--- src/rtl/fly_wave_scheduler.sv ---
// Fly enemy wave sequencer: spawns one fly per slot over valid/ready, paces descent with
// move_tick, tracks live slots from hit pulses and restarts each cleared wave at a faster pace.
module fly_wave_scheduler #(
  parameter int unsigned FLY_COUNT   = 4,
  parameter int unsigned X_BASE      = 200,
  parameter int unsigned X_STEP      = 50,
  parameter int unsigned SPAWN_GAP   = 16,
  parameter int unsigned WAVE_DELAY  = 1000,
  parameter int unsigned BASE_PERIOD = 524288,
  parameter int unsigned PERIOD_STEP = 65536,
  parameter int unsigned MIN_PERIOD  = 131072,
  parameter int unsigned MAX_WAVE    = 15
) (
  input  logic                 clk25,
  input  logic                 rst,
  input  logic                 start,
  input  logic [FLY_COUNT-1:0] fly_hit,
  input  logic                 spawn_ready,
  output logic                 spawn_valid,
  output logic [2:0]           spawn_idx,
  output logic [9:0]           spawn_x,
  output logic [9:0]           spawn_y,
  output logic                 move_tick,
  output logic [FLY_COUNT-1:0] alive_mask,
  output logic [3:0]           wave_num,
  output logic                 wave_clear
);

  localparam int GAP_W   = $clog2(SPAWN_GAP + 1);
  localparam int DELAY_W = $clog2(WAVE_DELAY + 1);

  typedef enum logic [1:0] {IDLE, SPAWN, ACTIVE, CLEAR_WAIT} state_t;

  state_t               state;
  logic [2:0]           slot;
  logic [19:0]          period;
  logic [19:0]          tick_cnt;
  logic [GAP_W-1:0]     gap_cnt;
  logic [DELAY_W-1:0]   delay_cnt;

  logic                 xfer;
  logic [FLY_COUNT-1:0] mask_next;
  logic [3:0]           wave_next;
  logic [20:0]          period_diff;
  logic [19:0]          period_next;

  // Each wave shifts the column right by 8 px per wave, wrapping every 8 waves.
  function automatic logic [9:0] x_of(input logic [2:0] s, input logic [3:0] w);
    int unsigned x;
    x = X_BASE + 32'(s) * X_STEP + 32'(w[2:0]) * 8;
    return x[9:0];
  endfunction

  assign xfer      = spawn_valid && spawn_ready;
  assign spawn_idx = slot;
  assign spawn_y   = '0;

  // NOTE: give every always_comb output a default first so no path leaves it unassigned (no latch).
  always_comb begin
    mask_next = alive_mask & ~fly_hit;
    // A transfer on the same slot as a hit re-arms that slot.
    if (xfer) mask_next = mask_next | (FLY_COUNT'(1) << slot);
  end

  assign wave_next   = (wave_num >= 4'(MAX_WAVE)) ? wave_num : wave_num + 4'd1;
  // Widened by one bit so the borrow of an underflowing subtract is visible.
  assign period_diff = {1'b0, period} - 21'(PERIOD_STEP);
  assign period_next = (period_diff[20] || period_diff[19:0] < 20'(MIN_PERIOD))
                     ? 20'(MIN_PERIOD) : period_diff[19:0];

  // NOTE: sequential state uses non-blocking assignments so every register samples pre-edge values.
  always_ff @(posedge clk25) begin
    if (rst) begin
      state       <= IDLE;
      slot        <= '0;
      period      <= '0;
      tick_cnt    <= '0;
      gap_cnt     <= '0;
      delay_cnt   <= '0;
      spawn_valid <= 1'b0;
      spawn_x     <= '0;
      move_tick   <= 1'b0;
      alive_mask  <= '0;
      wave_num    <= '0;
      wave_clear  <= 1'b0;
    end else begin
      move_tick  <= 1'b0;
      wave_clear <= 1'b0;

      if (state == SPAWN || state == ACTIVE) begin
        alive_mask <= mask_next;
        if (tick_cnt == period - 20'd1) begin
          move_tick <= 1'b1;
          tick_cnt  <= '0;
        end else begin
          tick_cnt <= tick_cnt + 20'd1;
        end
      end else begin
        tick_cnt <= '0;
      end

      case (state)
        IDLE: begin
          if (start) begin
            state       <= SPAWN;
            wave_num    <= 4'd1;
            period      <= 20'(BASE_PERIOD);
            slot        <= '0;
            spawn_valid <= 1'b1;
            spawn_x     <= x_of(3'd0, 4'd1);
          end
        end
        SPAWN: begin
          if (spawn_valid) begin
            if (spawn_ready) begin
              spawn_valid <= 1'b0;
              if (slot == 3'(FLY_COUNT - 1)) begin
                state <= ACTIVE;
              end else begin
                slot    <= slot + 3'd1;
                gap_cnt <= GAP_W'(SPAWN_GAP);
              end
            end
          end else if (gap_cnt <= GAP_W'(1)) begin
            spawn_valid <= 1'b1;
            spawn_x     <= x_of(slot, wave_num);
          end else begin
            gap_cnt <= gap_cnt - GAP_W'(1);
          end
        end
        ACTIVE: begin
          if (alive_mask == '0) begin
            wave_clear <= 1'b1;
            delay_cnt  <= '0;
            state      <= CLEAR_WAIT;
          end
        end
        CLEAR_WAIT: begin
          if (delay_cnt == DELAY_W'(WAVE_DELAY - 1)) begin
            wave_num    <= wave_next;
            period      <= period_next;
            slot        <= '0;
            spawn_valid <= 1'b1;
            spawn_x     <= x_of(3'd0, wave_next);
            state       <= SPAWN;
          end else begin
            delay_cnt <= delay_cnt + DELAY_W'(1);
          end
        end
        default: state <= IDLE;
      endcase
    end
  end

endmodule
--- config.mk ---
export PLATFORM = sky130hd
export DESIGN_NAME = fly_wave_scheduler
export DESIGN_NICKNAME = d
export VERILOG_FILES = /design/src/rtl/fly_wave_scheduler.sv
export SDC_FILE = /design/constraint.sdc
export NUM_CORES = 1
export LEC_CHECK = 0
export CORE_MARGIN = 2
export CORE_UTILIZATION = 35
export DETAILED_ROUTE_END_ITERATION = 10
export PLACE_DENSITY_LB_ADDON = 0.3
export RECOVER_POWER = 25
export SLEW_MARGIN = 20
export SYNTH_ARGS = -nofsm -noshare
export SYNTH_HDL_FRONTEND = slang
export SYNTH_SLANG_ARGS = --single-unit
--- constraint.sdc ---
create_clock -name clk25 -period 5.55 [get_ports clk25]
set_input_delay 0.555 -clock clk25 [delete_from_list [all_inputs] [get_ports clk25]]
set_output_delay 0.555 -clock clk25 [all_outputs]
set_load 0.02 [all_outputs]
==> results.cfg <==
[floorplanning]
die-width_um = 107
num_rows = 37
die_y_um = 107
fp.dieArea_um2 = 11500
core-area_um2 = 10400
initial_core_util_pct = 36.1
ios = 42

[clock_network]
cts.sinks = 64
clk_latency_ps = 360
htree_levels = 3
clk_path_buf_depth = 2
cts_tree = done
cts_setup_buffers = 0
cts_made_buffers = 9
cts_resized = 0
cts_root_buf = clkbuf_8
clk_pin_slew_ps = 70
holdBufCountCts = 0

[layout]
nFillCells = 1051
regArea_um2 = 1280
diodes = 0
fin_nets = 506
design_area_um2 = 4310
utilization_pct = 41.6
drive_gt1_share_pct = 6.41
multi_input_area_um2 = 2240
area_growth_pct = 15.1

[timing]
worst_slew_pin_slew_ps = 1820
fin_skew_ps = 18.2
rsz0062_at_grt = false
post-route-min-period_ps = 3150
fin_ws_ps = 2400
drv_slew = 42
tns_ps = 0
maxSlewHeadroom_pct = -21.6
hold_viol_final = 0
finalSetupViolations = 0
fin_crit_sh_pct = 56.8
fmax_mhz = 317

[place]
place_hpwl_mm = 5.62
post_dp_cell_area_um2 = 4090
gp_congestion = 0.802
portBuffers = 30
place_ws_ps = 2930

[route]
route.detailed.drc = 0
first_iter_violations = 139
wire_per_inst_um = 13.0
vias_per_cell = 5.02
wl_mm = 7.85
antenna_left = 0
dr.pass1.iters = 4
vias = 3030

[outcome]
status = finished, violations left
violations = max-capacitance violations, max-slew violations

[grt]
grt_max_degree = 42
grt_util_all_layers_pct = 14.7
grt_pass1_vias = 2884
antenna_found_initial = 0
grt_pass1_wl_mm = 13.7
gr-total-overflow = 0

[worst_setup_path]
cp.required_ps = 5770
end_kind = flop
crit_path_max_fanout = 41
critical_path_class = input port to flop
arrival_ps = 3370
startpoint_type = input port
crit_start = rst
timing.rr.start = spawn_idx[1]

[power_and_ir_drop]
p_total_mw = 1.66
ir_drop_uv = 141
p_leak_nw = 1.66
p_per_area_nw_per_um2 = 384

[synthesis]
synth_cells = 440
synth_area_leaders = dfxtp_1 (34%), ha_1 (11%), nor2_1 (5.5%)
syn_area_per_cell_um2 = 8.51
synth_area_um2 = 3750
synth_top_area_share_pct = 34.2
ys_async_sr_fraction_pct = 0
yosys.area.top_type = dfxtp_1
ys_ff_latch = 64
synth-seq-area-share_pct = 34.2
synth-warning-count = 0
synth_cell_type_count = 54
synth.top_cells.by_count = dfxtp_1 (64), nor2_1 (55), ha_1 (33), a21oi_1 (26)
synth-edff-count = 0
ys.flop_type = dfxtp_1
synth_most_common_cell = dfxtp_1

[min_path]
hold_start = alive_mask[3]
holdCritPathClass = flop to flop

[job]
drv_cap = 1
[per-stage QoR]
stage / hold slack [ps] / cells
after floorplan: 445 / 450
after global placement: 459 / 588
after detailed placement: 470 / 588
after CTS: 480 / 604
after global routing: 509 / 604
final: 477 / 604
[cell families (layout without fill, tap and decap cells)]
kind of cell / count (synthesis) / count (layout) / share of synthesized area, %
XOR/XNOR: 34 / 34 / 7.95
AO/OA/AOI/OAI: 79 / 79 / 13.7
other: 1 / 11 / 0.100
buffers and inverters: 53 / 71 / 6.88
flip-flops: 64 / 64 / 34.2
adder cells (fa/ha/maj): 35 / 35 / 12.1
AND/OR/NAND/NOR: 169 / 169 / 23.7
multiplexers: 5 / 5 / 1.37
[metal layers]
| layer | GRT usage (%) | vias up | share of wire [%] |
|---|---|---|---|
| li1 | - | 1554 | - |
| met1 | 18.6 | 1418 | 49 |
| met2 | 24.3 | 48 | 46 |
| met3 | 4.18 | 10 | 3.4 |
| met4 | 4.30 | 0 | 1.6 |
| met5 | 0 | - | 0 |
[flip-flops by register name, summed over array words and instances, names as in the netlist, 3 cells and up]
register / flops
alive_mask: 4
delay_cnt: 10
gap_cnt: 5
period: 4
spawn_idx: 3
spawn_x: 9
tick_cnt: 20
wave_num: 4
[cell type report]
type	instances	area share, %
timing repair buffer	31	7.05
multi-input combinational	333	52.1
inverter	24	2.09
sequential	64	29.7
clock buffer	10	2.96
tap	136	3.95
clock inverter	6	2.15
[report_power, final]
group / internal, mW / switching [mW] / leakage, nW
clock: 0.255 / 0.199 / 0.103
sequential: 0.516 / 0.0687 / 0.519
combinational: 0.243 / 0.373 / 1.04
[cells in the final DEF (no fill, tap or decap), drive strengths merged, types with 13 or more instances in the layout]
cell            n
dlygate4sd3    14
xor2           15
nand3          15
inv            25
ha             33
xnor2          19
dfxtp          64
o21ai          13
nor2           55
clkdlybuf4s50  16
nand2          24
nand4          14
a21oi          27
[path summary, 6_finish.rpt]
path                   end  slack, ps  cells after the start
max            tick_cnt[6]       2400                      5
min          alive_mask[3]        480                      2
max reg2reg     spawn_x[8]       2870                      9
min reg2reg  alive_mask[3]        480                      2
[critical path, stage by stage]
cell	delay, ps
dlygate4sd3_1	520
clkbuf_1	1310
nand2b_1	340
a21o_1	510
nor2_1	120
Note: power is estimated with default switching activity, not from simulation.
